<file path="src/rtl/decode_stage.sv">
// RV32I decode stage: input FIFO with bypass, combinational decoder on the
// selected source, and a registered output bundle with valid/ready handshake.

package types;
    typedef enum logic [2:0] {
        R_TYPE       = 3'd0,
        I_TYPE       = 3'd1,
        S_TYPE       = 3'd2,
        B_TYPE       = 3'd3,
        U_TYPE       = 3'd4,
        J_TYPE       = 3'd5,
        INVALID_TYPE = 3'd6
    } inst_format_e;
endpackage

module decode_stage #(
    parameter int XLEN  = 32,
    parameter int DEPTH = 2
) (
    input  logic                         clk_i,
    input  logic                         rst_i,
    input  logic                         flush_i,
    input  logic                         in_valid_i,
    output logic                         in_ready_o,
    input  logic [31:0]                  inst_i,
    input  logic [XLEN-1:0]              pc_i,
    output logic                         out_valid_o,
    input  logic                         out_ready_i,
    output logic [XLEN-1:0]              pc_o,
    output types::inst_format_e          format_o,
    output logic [6:0]                   opcode_o,
    output logic [4:0]                   rd_o,
    output logic [4:0]                   rs1_o,
    output logic [4:0]                   rs2_o,
    output logic [2:0]                   funct3_o,
    output logic [6:0]                   funct7_o,
    output logic [XLEN-1:0]              imm_o,
    output logic                         illegal_o,
    output logic [$clog2(DEPTH+1)-1:0]   count_o
);

    localparam int CNT_W = $clog2(DEPTH + 1);
    localparam int PTR_W = (DEPTH > 1) ? $clog2(DEPTH) : 1;

    localparam logic [6:0] OP_LOAD   = 7'b0000011;
    localparam logic [6:0] OP_FENCE  = 7'b0001111;
    localparam logic [6:0] OP_IMM    = 7'b0010011;
    localparam logic [6:0] OP_AUIPC  = 7'b0010111;
    localparam logic [6:0] OP_STORE  = 7'b0100011;
    localparam logic [6:0] OP_REG    = 7'b0110011;
    localparam logic [6:0] OP_LUI    = 7'b0110111;
    localparam logic [6:0] OP_BRANCH = 7'b1100011;
    localparam logic [6:0] OP_JALR   = 7'b1100111;
    localparam logic [6:0] OP_JAL    = 7'b1101111;
    localparam logic [6:0] OP_SYSTEM = 7'b1110011;

    // FIFO storage and bookkeeping
    logic [31:0]       fifo_inst [DEPTH];
    logic [XLEN-1:0]   fifo_pc   [DEPTH];
    logic [PTR_W-1:0]  wr_ptr;
    logic [PTR_W-1:0]  rd_ptr;
    logic [CNT_W-1:0]  count;

    logic fifo_empty;
    logic fifo_full;
    logic out_load;
    logic in_fire;
    logic pop;
    logic bypass;
    logic push;

    // Decoder source and results
    logic [31:0]         src_inst;
    logic [XLEN-1:0]     src_pc;
    types::inst_format_e dec_format;
    logic                dec_illegal;
    logic [31:0]         imm32;
    logic [XLEN-1:0]     dec_imm;

    function automatic logic [PTR_W-1:0] ptr_next(input logic [PTR_W-1:0] p);
        if (p == PTR_W'(DEPTH - 1)) begin
            return '0;
        end
        return p + PTR_W'(1);
    endfunction

    assign fifo_empty = (count == '0);
    assign fifo_full  = (count == CNT_W'(DEPTH));

    // Ready depends only on registered occupancy; a pop in the same cycle
    // does not open a slot.
    assign in_ready_o = !fifo_full;
    assign count_o    = count;

    assign out_load = !out_valid_o || out_ready_i;
    assign in_fire  = in_valid_i && in_ready_o;
    assign pop      = out_load && !fifo_empty;
    assign bypass   = out_load && fifo_empty && in_fire;
    assign push     = in_fire && !bypass;

    // Older entries always win the output register; input goes straight
    // through only when nothing is queued ahead of it.
    assign src_inst = fifo_empty ? inst_i : fifo_inst[rd_ptr];
    assign src_pc   = fifo_empty ? pc_i   : fifo_pc[rd_ptr];

    // Write incoming instructions into the FIFO slot at the write pointer
    always_ff @(posedge clk_i) begin
        if (!rst_i && !flush_i && push) begin
            fifo_inst[wr_ptr] <= inst_i;
            fifo_pc[wr_ptr]   <= pc_i;
        end
    end

    // Pointer and occupancy update; flush and reset both empty the FIFO
    always_ff @(posedge clk_i) begin
        if (rst_i || flush_i) begin
            wr_ptr <= '0;
            rd_ptr <= '0;
            count  <= '0;
        end else begin
            if (push) begin
                wr_ptr <= ptr_next(wr_ptr);
            end
            if (pop) begin
                rd_ptr <= ptr_next(rd_ptr);
            end
            case ({push, pop})
                2'b10:   count <= count + CNT_W'(1);
                2'b01:   count <= count - CNT_W'(1);
                default: count <= count;
            endcase
        end
    end

    // Format classification and 32-bit immediate assembly for the source word
    always_comb begin
        dec_format  = types::INVALID_TYPE;
        dec_illegal = 1'b1;
        imm32       = '0;
        if (src_inst[1:0] == 2'b11) begin
            case (src_inst[6:0])
                OP_REG: begin
                    dec_format  = types::R_TYPE;
                    dec_illegal = 1'b0;
                end
                OP_LOAD, OP_IMM, OP_JALR, OP_FENCE, OP_SYSTEM: begin
                    dec_format  = types::I_TYPE;
                    dec_illegal = 1'b0;
                    imm32       = {{20{src_inst[31]}}, src_inst[31:20]};
                end
                OP_STORE: begin
                    dec_format  = types::S_TYPE;
                    dec_illegal = 1'b0;
                    imm32       = {{20{src_inst[31]}}, src_inst[31:25], src_inst[11:7]};
                end
                OP_BRANCH: begin
                    dec_format  = types::B_TYPE;
                    dec_illegal = 1'b0;
                    imm32       = {{20{src_inst[31]}}, src_inst[7], src_inst[30:25],
                                   src_inst[11:8], 1'b0};
                end
                OP_LUI, OP_AUIPC: begin
                    dec_format  = types::U_TYPE;
                    dec_illegal = 1'b0;
                    imm32       = {src_inst[31:12], 12'b0};
                end
                OP_JAL: begin
                    dec_format  = types::J_TYPE;
                    dec_illegal = 1'b0;
                    imm32       = {{12{src_inst[31]}}, src_inst[19:12], src_inst[20],
                                   src_inst[30:21], 1'b0};
                end
                default: begin
                    dec_format  = types::INVALID_TYPE;
                    dec_illegal = 1'b1;
                end
            endcase
        end
    end

    // Every 32-bit immediate already carries its sign in bit 31, so widening
    // to XLEN is a plain signed extension.
    assign dec_imm = XLEN'($signed(imm32));

    // Output bundle register: loads on a free or consumed slot, holds otherwise
    always_ff @(posedge clk_i) begin
        if (rst_i) begin
            out_valid_o <= 1'b0;
            pc_o        <= '0;
            format_o    <= types::INVALID_TYPE;
            opcode_o    <= '0;
            rd_o        <= '0;
            rs1_o       <= '0;
            rs2_o       <= '0;
            funct3_o    <= '0;
            funct7_o    <= '0;
            imm_o       <= '0;
            illegal_o   <= 1'b0;
        end else if (flush_i) begin
            out_valid_o <= 1'b0;
        end else if (out_load) begin
            if (pop || bypass) begin
                out_valid_o <= 1'b1;
                pc_o        <= src_pc;
                format_o    <= dec_format;
                opcode_o    <= src_inst[6:0];
                rd_o        <= src_inst[11:7];
                rs1_o       <= src_inst[19:15];
                rs2_o       <= src_inst[24:20];
                funct3_o    <= src_inst[14:12];
                funct7_o    <= src_inst[31:25];
                imm_o       <= dec_imm;
                illegal_o   <= dec_illegal;
            end else begin
                out_valid_o <= 1'b0;
            end
        end
    end

endmodule

</file>
<file path="config.mk">
export PLATFORM = sky130hd
export DESIGN_NAME = decode_stage
export DESIGN_NICKNAME = d
export VERILOG_FILES = /design/src/rtl/decode_stage.sv
export SDC_FILE = /design/constraint.sdc
export NUM_CORES = 1
export LEC_CHECK = 0
export BUFFER_PORTS_ARGS = -buffer_cell sky130_fd_sc_hd__buf_2
export CORE_MARGIN = 2
export CORE_UTILIZATION = 50
export DETAILED_ROUTE_END_ITERATION = 6
export PLACE_DENSITY_LB_ADDON = 0.08
export SLEW_MARGIN = 40
export SYNTH_ARGS = -nofsm -noshare
export SYNTH_HDL_FRONTEND = slang
export SYNTH_SLANG_ARGS = --single-unit
</file>
<file path="constraint.sdc">
create_clock -name clk_i -period 7.63 [get_ports clk_i]
set_clock_uncertainty 0.2 [all_clocks]
set_input_delay 1.9075 -clock clk_i [delete_from_list [all_inputs] [get_ports clk_i]]
set_output_delay 1.9075 -clock clk_i [all_outputs]
set_load 0.005 [all_outputs]
</file>
Word-level counts from Yosys, hierarchy flattened
Memories as Yosys holds them, arrays and structs flattened. A register that Yosys moved wholly into a read port is not among the register bits.
Cells that the tools add are included.
Storage, ports and cells
  bits in registers: 105
  bits in latches: 0
  memory bits (writable): 128
  ROM bits: 0
  input bits: 69
  output and inout bits: 104
  logic and storage cells: 85
  memories kept: 2
Operators by class
  add/sub/neg operators: 4
  multiply operators: 0
  divide/modulo/power cells: 0
  $lt $le $gt $ge: 0
  equal/unequal tests: 15
  shifts and indexed selects: 0
  muxes and demuxes: 26
  bitwise gates (word level): 1
  reduce and logical (&&, ||, !) cells: 23
Memory list
  fifo_inst: depth 2, width 32, read ports 1, clocked after Yosys merged registers in 1, wr ports 1, line 58  | logic [31:0] fifo_inst [DEPTH];
  fifo_pc: depth 2, width 32, read ports 1, clocked after Yosys merged registers in 1, wr ports 1, line 59  | logic [XLEN-1:0] fifo_pc [DEPTH];
Operators by type and width (number)
  one-hot mux 32 bit (5 select lines): 1
  two-way mux 32 bit: 3
  == test 7 bit (second input constant): 4
  == test 7 x 6 -> 1 bit (second input constant): 3
  two-way mux 1 bit: 19
  one-hot mux 3 bit (6 select lines): 1
  == test 7 x 5 -> 1 bit (second input constant): 2
  OR reduction 11 bit: 1
  == test 7 x 2 -> 1 bit (second input constant): 1
  == test 7 x 4 -> 1 bit (second input constant): 1
  logical AND 1 bit: 7
  == test 2 bit (second input constant): 3
  zero test 1 bit: 6
  OR reduction 5 bit: 1
  one-hot mux 2 bit (2 select lines): 1
  OR reduction 2 bit: 2
  logical OR 1 bit: 3
  two-way mux 3 bit: 1
  AND reduction 3 bit: 1
  adder 1 bit (second input constant): 2
  adder 2 x 1 -> 2 bit (second input constant): 1
  == test 2 x 1 -> 1 bit (second input constant): 1
  zero test 2 bit: 1
  nonzero test 2 bit: 1
  other kinds (2): 2

Longest topological paths before layout
Gate-level depths: netlist of run 1.
  depth after elaboration: 9
  mapped depth: 10
  mapped depth without buffers: 7

Worst setup path before layout of run 1
Ideal clock, no wire load.
  path type: input port to flip-flop
  from: input rst_i
  to: memory fifo_inst[0][0], enable pin
  setup time: 565 ps
  arrival time: 6890 ps
  data required time: 6865 ps
  path slack: -25 ps
  cell stages on the path: 4
  path through: clkbuf_1 or2_2 clkbuf_1 nor3_1
Between the ends
  longest elaborated chain between the ends: 5
RTL lines
  start, declared: line 21  | input logic rst_i,
  zero test 1 bit: line 108  | if (!rst_i && !flush_i && push) begin
  logical AND 1 bit (2 in a row): line 108
  two-way mux 1 bit: line 108
  two-way mux 1 bit (not written as such): line 109  | fifo_inst[wr_ptr] <= inst_i;
  end, declared: line 58
No other way between the ends.

==> run_summary.xml, run 1 <==
<?xml version="1.0" encoding="UTF-8"?>
<metrics>
  <group name="run_status">
    <metric name="run_status" unit="">finished, final reports clean</metric>
  </group>
  <group name="sta">
    <metric name="timing.fmax" unit="GHz">0.263</metric>
    <metric name="period_minus_slack" unit="ns">3.81</metric>
    <metric name="maxSlewViolCount" unit="">0</metric>
    <metric name="max-slew-margin-rel" unit="">0.463</metric>
    <metric name="finalHoldViolations" unit="">0</metric>
    <metric name="max_slew.worst_pin.slew" unit="ns">0.803</metric>
    <metric name="grt_setup_unrepaired" unit="">no</metric>
    <metric name="timing.final.crit_share" unit="">0.499</metric>
    <metric name="fin_worst_hold_slack" unit="ns">0.250</metric>
    <metric name="postLayoutSetupSlackWorst" unit="ns">3.82</metric>
    <metric name="setup_viol" unit="">0</metric>
  </group>
  <group name="clock_network">
    <metric name="clock_tree.buffer_depth" unit="">3</metric>
    <metric name="holdBufCountCts" unit="">0</metric>
    <metric name="cts_buffer_count" unit="">25</metric>
    <metric name="clock_tree.root_cell" unit="">clkbuf_16</metric>
    <metric name="cts-resized-gates" unit="">0</metric>
    <metric name="clk_latency" unit="ns">0.51</metric>
    <metric name="clock-sinks" unit="">234</metric>
    <metric name="tritoncts" unit="">built</metric>
    <metric name="ctsHtreeMaxLevel" unit="">1</metric>
    <metric name="cts_setup_buffers" unit="">0</metric>
    <metric name="clk_pin_slew" unit="ns">0.06</metric>
  </group>
  <group name="floorplan">
    <metric name="design.die.area" unit="sq um">20300</metric>
    <metric name="chipWidth" unit="um">142</metric>
    <metric name="i_o_pin_cnt" unit="">173</metric>
    <metric name="placement_row_count" unit="">50</metric>
    <metric name="effective_utilization_at_floorplan" unit="">0.510</metric>
    <metric name="fp.coreArea" unit="sq um">18800</metric>
    <metric name="floorplan.die.height" unit="um">142</metric>
  </group>
  <group name="logic_synthesis">
    <metric name="netlist-cell-type-count" unit="">58</metric>
    <metric name="synth_nets" unit="">895</metric>
    <metric name="synth.yosys.seq_area_share" unit="">0.623</metric>
    <metric name="asr_flop_ratio_synth" unit="">0</metric>
    <metric name="synthesis.area" unit="sq um">9570</metric>
    <metric name="synth_top_cell_area_share" unit="">0.402</metric>
    <metric name="syn_inst" unit="">825</metric>
    <metric name="ys.flop_type" unit="">edfxtp_1</metric>
    <metric name="ys_top_cells_by_area" unit="">edfxtp_1, dfxtp_1, mux2i_1</metric>
    <metric name="synthTopCellsByCount" unit="">nand2_1, edfxtp_1, dfxtp_1, a21oi_1, mux2i_1</metric>
    <metric name="synthMostInstantiatedCell" unit="">nand2_1</metric>
    <metric name="avgSynthCellArea" unit="sq um">11.6</metric>
    <metric name="number_of_warnings_issued_by_yosys" unit="">0</metric>
    <metric name="post-synth-top-area-cell" unit="">edfxtp_1</metric>
    <metric name="synth_enable_flop_cells" unit="">128</metric>
    <metric name="ys_ff_latch" unit="">234</metric>
  </group>
  <group name="power_and_ir_drop">
    <metric name="power_per_cell_area" unit="nW/um^2">239</metric>
    <metric name="vdd_drop_max" unit="mV">0.192</metric>
    <metric name="total_leakage_power" unit="nW">4.06</metric>
  </group>
  <group name="layout">
    <metric name="layout-drive-gt1-share" unit="">0.273</metric>
    <metric name="syn_to_final_growth" unit="%">19.0</metric>
    <metric name="antenna-diode-count" unit="">0</metric>
    <metric name="layout.core_utilization" unit="">0.607</metric>
    <metric name="fin_nets" unit="">1040</metric>
  </group>
  <group name="drt">
    <metric name="dr_total_vias" unit="">6774</metric>
    <metric name="drt_pass1_iterations" unit="">5</metric>
    <metric name="drt-wirelength-per-cell" unit="um">18.1</metric>
    <metric name="routed_wirelength" unit="mm">22.1</metric>
    <metric name="antenna_left" unit="">0</metric>
    <metric name="detail_route.drc_violations" unit="">0</metric>
    <metric name="viasPerCell" unit="">5.54</metric>
    <metric name="detail_route.iter0.violations" unit="">356</metric>
  </group>
  <group name="place">
    <metric name="dp.final_hpwl" unit="mm">13.7</metric>
    <metric name="place_congestion" unit="">0.876</metric>
    <metric name="port_buffers" unit="">172</metric>
    <metric name="pre_cts_ws" unit="ns">3.41</metric>
  </group>
  <group name="global_route">
    <metric name="groute.layer.met2.usage" unit="">0.373</metric>
    <metric name="grt_pass1_wl" unit="mm">34.7</metric>
    <metric name="globalRouteTotalUtil" unit="">0.217</metric>
    <metric name="grt_pass1_vias" unit="">6488</metric>
    <metric name="grt_remaining_overflow" unit="">0</metric>
    <metric name="gr-max-usage-layer" unit="">met2</metric>
    <metric name="grt_max_degree" unit="">81</metric>
    <metric name="grt_antenna_before_repair" unit="">0</metric>
    <metric name="grt.met1_usage" unit="">0.290</metric>
    <metric name="grtUsageMet3" unit="">0.0336</metric>
  </group>
  <group name="hold_path">
    <metric name="timing.hold.worst.class" unit="">register to register</metric>
  </group>
  <group name="critical_path">
    <metric name="cp_data_required_time" unit="ns">7.79</metric>
    <metric name="type_of_the_worst_setup_path" unit="">register to register</metric>
    <metric name="slowest_stage" unit="">buf_4</metric>
    <metric name="cpPeakStageDelay" unit="ns">0.73</metric>
    <metric name="worst_setup_path_start_kind" unit="">register</metric>
    <metric name="critical_path.endpoint_type" unit="">register</metric>
    <metric name="crit_path_max_fanout" unit="">45</metric>
    <metric name="cp.arrival" unit="ns">3.97</metric>
    <metric name="cp_cell_sequence" unit="">buf_4 -&gt; mux2i_1 -&gt; a21oi_2 -&gt; nor4_2 -&gt; or3_4 -&gt; o21ai_4 -&gt; a22oi_1</metric>
  </group>
  <group name="run">
    <metric name="max-cap-violations" unit="">0</metric>
  </group>
</metrics>
## critical path: cells and delay by family, from the launching register on
family                 cells  cell delay (ns)
AOI/OAI and AO/OA          3             1.21
buffers and inverters      1             0.73
muxes                      1             0.25
DFF                        1             0.61
and+or+nand+nor            2             0.63
## routing by layer
metal | routed length [um] | vias up
li1 | - | 3337
met1 | 9860 | 3240
met2 | 10800 | 168
met3 | 1070 | 29
met4 | 341 | 0
met5 | 0 | -
## logic make-up after synthesis
kind of cell | after synthesis | synth area share
flops | 234 | 0.623
buf+inv | 70 | 0.0340
mux | 76 | 0.0803
fa+ha+maj | 1 | 0.00131
simple gates | 225 | 0.101
compound gates | 215 | 0.156
xor+xnor | 4 | 0.00366
## registers in the layout (all words and copies together), names as in the netlist, 2 cells and up, named ones only
name / cells
funct3_o: 3
rs1_o: 5
rd_o: 5
count_o: 2
format_o: 3
funct7_o: 7
opcode_o: 7
fifo_pc: 64
fifo_inst: 64
imm_o: 32
rs2_o: 5
pc_o: 32
## metrics by stage
| stage | total power, mW | area [sq um] | instances | setup TNS [ns] |
|---|---|---|---|---|
| 2_1_floorplan | 1.49 | 9570 | 825 | -3.16 |
| 3_3_place_gp | 1.57 | 10500 | 1176 | 0 |
| 3_5_place_dp | 1.57 | 10600 | 1177 | 0 |
| 4_1_cts | 2.75 | 11400 | 1223 | 0 |
| 5_1_grt | 2.82 | 11400 | 1223 | 0 |
| 6_report | 2.72 | 11400 | 1223 | 0 |
## cell type report
| class | instances | area (sq um) |
|---|---|---|
| inverters | 8 | 30.0 |
| well taps | 234 | 293 |
| repair buffers | 180 | 951 |
| clock inverters | 9 | 73.8 |
| multi-input cells | 521 | 3330 |
| flip-flops and latches | 234 | 5970 |
| fillers | 1580 | 7380 |
| clock buffers | 37 | 742 |
## worst paths after layout
check | start | end | slack, ns | cells after the start
worst max-delay path | register | imm_o[20] | 3.82 | 7
worst min register to register | pc_o[1] | pc_o[1] | 0.25 | 2
worst min-delay path | pc_o[1] | pc_o[1] | 0.25 | 2
worst max register to register | register | imm_o[20] | 3.82 | 7
## power by group
| part | internal, mW | leakage (nW) | total (mW) | switching (mW) |
|---|---|---|---|---|
| logic | 0.0640 | 1.63 | 0.180 | 0.116 |
| registers | 1.35 | 2.01 | 1.36 | 0.0124 |
| clock network | 0.706 | 0.409 | 1.18 | 0.470 |
| total | 2.12 | 4.06 | 2.72 | 0.599 |
## cells in the final DEF (no fill, tap or decap), types with 10 or more instances in the layout
cell type and n:
buf_2 171, nand2_1 133, edfxtp_1 128, dfxtp_1 105
a21oi_1 73, mux2i_1 72, nor2_1 45, o211ai_1 38
clkbuf_16 26, o21ai_0 22, a22oi_1 13, o2111ai_1 12
a22oi_2 10
(Power assumes the default switching activity.)
==> inputs of run 2 (changes only) <==
--- a/config.mk
+++ b/config.mk
@@ -7,7 +7,7 @@
 export LEC_CHECK = 0
 export BUFFER_PORTS_ARGS = -buffer_cell sky130_fd_sc_hd__buf_2
 export CORE_MARGIN = 2
-export CORE_UTILIZATION = 50
+export CORE_UTILIZATION = 56
 export DETAILED_ROUTE_END_ITERATION = 6
 export PLACE_DENSITY_LB_ADDON = 0.08
 export SLEW_MARGIN = 40
==> constraint.sdc (replaced) <==
create_clock -name clk_i -period 3.68 [get_ports clk_i]
set_clock_uncertainty 0.2 [all_clocks]
set_input_delay 0.92 -clock clk_i [delete_from_list [all_inputs] [get_ports clk_i]]
set_output_delay 0.92 -clock clk_i [all_outputs]
set_load 0.005 [all_outputs]
==> run 2 against run 1 <==
  * Total power rose by 100%
  * Core utilization rose by 7.7 points
  * Via count rose by 4.0%
  * Clock-buffer cell count rose by 3
  * Critical endpoint is now imm_o[17]
  * Maximum frequency rose by 23%
  * Clock power rose by 96%
  * Worst hold slack improved by 0.00062 ns
  * Sequential power rose by 110%
  * Combinational power rose by 110%
  * Sequential share of layout area rose by 0.058 points
  * Final area fell by 0.11%
==> run_summary.xml, run 2 (synthesis results as in run 1) <==
<?xml version="1.0" encoding="UTF-8"?>
<metrics>
  <group name="place">
    <metric name="place_congestion" unit="">0.837</metric>
    <metric name="dp.final_hpwl" unit="mm">15.4</metric>
    <metric name="port_buffers" unit="">172</metric>
    <metric name="pre_cts_ws" unit="ns">0.476</metric>
  </group>
  <group name="floorplan">
    <metric name="placement_row_count" unit="">47</metric>
    <metric name="floorplan.die.height" unit="um">135</metric>
    <metric name="fp.coreArea" unit="sq um">16600</metric>
    <metric name="design.die.area" unit="sq um">18200</metric>
    <metric name="i_o_pin_cnt" unit="">173</metric>
    <metric name="chipWidth" unit="um">135</metric>
    <metric name="effective_utilization_at_floorplan" unit="">0.575</metric>
  </group>
  <group name="layout">
    <metric name="layout-drive-gt1-share" unit="">0.269</metric>
    <metric name="final_common_cell" unit="">buf_2</metric>
    <metric name="top_regs" unit="">fifo_inst (64), fifo_pc (64)</metric>
    <metric name="syn_to_final_growth" unit="%">18.8</metric>
    <metric name="fin_nets" unit="">1047</metric>
    <metric name="mostFrequentLayoutCells" unit="">buf_2, nand2_1, edfxtp_1, dfxtp_1, a21oi_1</metric>
  </group>
  <group name="sta">
    <metric name="timing.fmax" unit="GHz">0.323</metric>
    <metric name="finalHoldViolations" unit="">0</metric>
    <metric name="period_minus_slack" unit="ns">3.10</metric>
    <metric name="max_slew.worst_pin.slew" unit="ns">0.827</metric>
    <metric name="fin_worst_hold_slack" unit="ns">0.251</metric>
    <metric name="postLayoutSetupSlackWorst" unit="ns">0.582</metric>
    <metric name="maxSlewViolCount" unit="">0</metric>
    <metric name="timing.final.crit_share" unit="">0.842</metric>
    <metric name="setup_total_neg_slack" unit="ns">0</metric>
    <metric name="max-slew-margin-rel" unit="">0.443</metric>
    <metric name="grt_setup_unrepaired" unit="">no</metric>
    <metric name="setup_viol" unit="">0</metric>
  </group>
  <group name="clock_network">
    <metric name="cts-resized-gates" unit="">0</metric>
    <metric name="clock-sinks" unit="">234</metric>
    <metric name="clk_pin_slew" unit="ns">0.06</metric>
    <metric name="clock_tree.buffer_depth" unit="">3</metric>
    <metric name="ctsHtreeMaxLevel" unit="">1</metric>
    <metric name="clk_latency" unit="ns">0.52</metric>
    <metric name="clock_tree.root_cell" unit="">clkbuf_16</metric>
    <metric name="cts_setup_buffers" unit="">0</metric>
    <metric name="tritoncts" unit="">built</metric>
    <metric name="holdBufCountCts" unit="">0</metric>
    <metric name="cts_buffer_count" unit="">24</metric>
  </group>
  <group name="drt">
    <metric name="detail_route.drc_violations" unit="">0</metric>
    <metric name="routed_wirelength" unit="mm">23.6</metric>
    <metric name="detail_route.iter0.violations" unit="">491</metric>
    <metric name="drt-wirelength-per-cell" unit="um">19.4</metric>
    <metric name="dr_total_vias" unit="">7044</metric>
    <metric name="drt_pass1_iterations" unit="">5</metric>
    <metric name="viasPerCell" unit="">5.79</metric>
    <metric name="antenna_left" unit="">0</metric>
  </group>
  <group name="critical_path">
    <metric name="cp_data_required_time" unit="ns">3.92</metric>
    <metric name="type_of_the_worst_setup_path" unit="">register to register</metric>
    <metric name="worst_r2r_endpoint" unit="">imm_o[17]</metric>
    <metric name="critical_path.endpoint_type" unit="">register</metric>
    <metric name="reg2reg_depth" unit="">6</metric>
    <metric name="crit_path_max_fanout" unit="">20</metric>
    <metric name="worst_setup_path_start_kind" unit="">register</metric>
    <metric name="cp.arrival" unit="ns">3.34</metric>
    <metric name="reg2reg_slack" unit="ns">0.58</metric>
    <metric name="r2r-start" unit="">count_o[0]</metric>
  </group>
  <group name="global_route">
    <metric name="grt_max_degree" unit="">74</metric>
    <metric name="grt_antenna_before_repair" unit="">1</metric>
    <metric name="globalRouteTotalUtil" unit="">0.258</metric>
    <metric name="grt_remaining_overflow" unit="">0</metric>
    <metric name="grt_pass1_wl" unit="mm">37.1</metric>
    <metric name="grt_pass1_vias" unit="">7219</metric>
  </group>
  <group name="power_and_ir_drop">
    <metric name="power_per_cell_area" unit="nW/um^2">486</metric>
    <metric name="totalPowerFinal" unit="mW">5.53</metric>
    <metric name="total_leakage_power" unit="nW">4.08</metric>
    <metric name="vdd_drop_max" unit="mV">0.421</metric>
  </group>
  <group name="hold_path">
    <metric name="hp-start" unit="">pc_o[14]</metric>
    <metric name="timing.hold.worst_endpoint" unit="">pc_o[14]</metric>
    <metric name="hold_path_depth" unit="">2</metric>
    <metric name="timing.hold.worst.class" unit="">register to register</metric>
  </group>
  <group name="run">
    <metric name="max-cap-violations" unit="">0</metric>
  </group>
  <group name="run_status">
    <metric name="run_status" unit="">finished, final reports clean</metric>
  </group>
</metrics>
## run 2: changes by cell type in the layout (fill, tap and decap cells not counted), moves of 2 or more
cell / previous run / this run
clkbuf_1: 6 / 10
nor2_1: 45 / 47
buf_4: 4 / 14
buf_6: 4 / 1
nor3_2: 5 / 3
clkinv_2: 7 / 2
nor3_4: 1 / 3
## run 2: critical path: stages, from the launching register on
cell     delay (ns)
dfxtp_1        0.63
or2_4          0.40
nor2_1         0.12
or3_2          0.67
nor2_1         0.61
a32oi_1        0.22
o21ai_2        0.16
## run 2: final cells by class
| type | instances | area (sq um) |
|---|---|---|
| inverter | 8 | 30.0 |
| antenna | 1 | 2.50 |
| multi-input combinational | 521 | 3320 |
| tap | 220 | 275 |
| clock inverter | 4 | 30.0 |
| sequential | 234 | 5970 |
| fill | 1286 | 5270 |
| clock buffer | 40 | 732 |
| timing repair buffer | 188 | 1010 |
## run 2: routing by layer
layer	up-vias	wire, um	GRT usage
met3	54	1420	0.0432
met1	3421	9700	0.329
li1	3333	-	-
met4	0	727	0.0871
met5	-	0	0
met2	236	11800	0.448
## run 2: where the power goes
group	internal, mW	leakage, nW	switching (mW)
registers	2.80	2.01	0.0266
logic	0.135	1.69	0.252
clock network	1.35	0.372	0.960
## run 2: stage by stage
step,cell area [sq um],instances,utilization
2_1_floorplan,9620,825,-
3_3_place_gp,10600,1171,0.637
3_5_place_dp,10600,1171,0.637
4_1_cts,11400,1215,0.683
5_1_grt,11400,1216,0.683
6_report,11400,1216,0.683
## run 2: worst max path at each step
stage                 from               to  cells past startpoint
2_1_floorplan  out_ready_i  fifo_inst[1][0]                      4
3_3_place_gp     inst_i[5]        imm_o[20]                      7
3_5_place_dp     inst_i[4]        imm_o[20]                      7
4_1_cts         count_o[0]        imm_o[12]                      6
5_1_grt         count_o[0]        imm_o[14]                      6
6_report        count_o[0]        imm_o[17]                      6
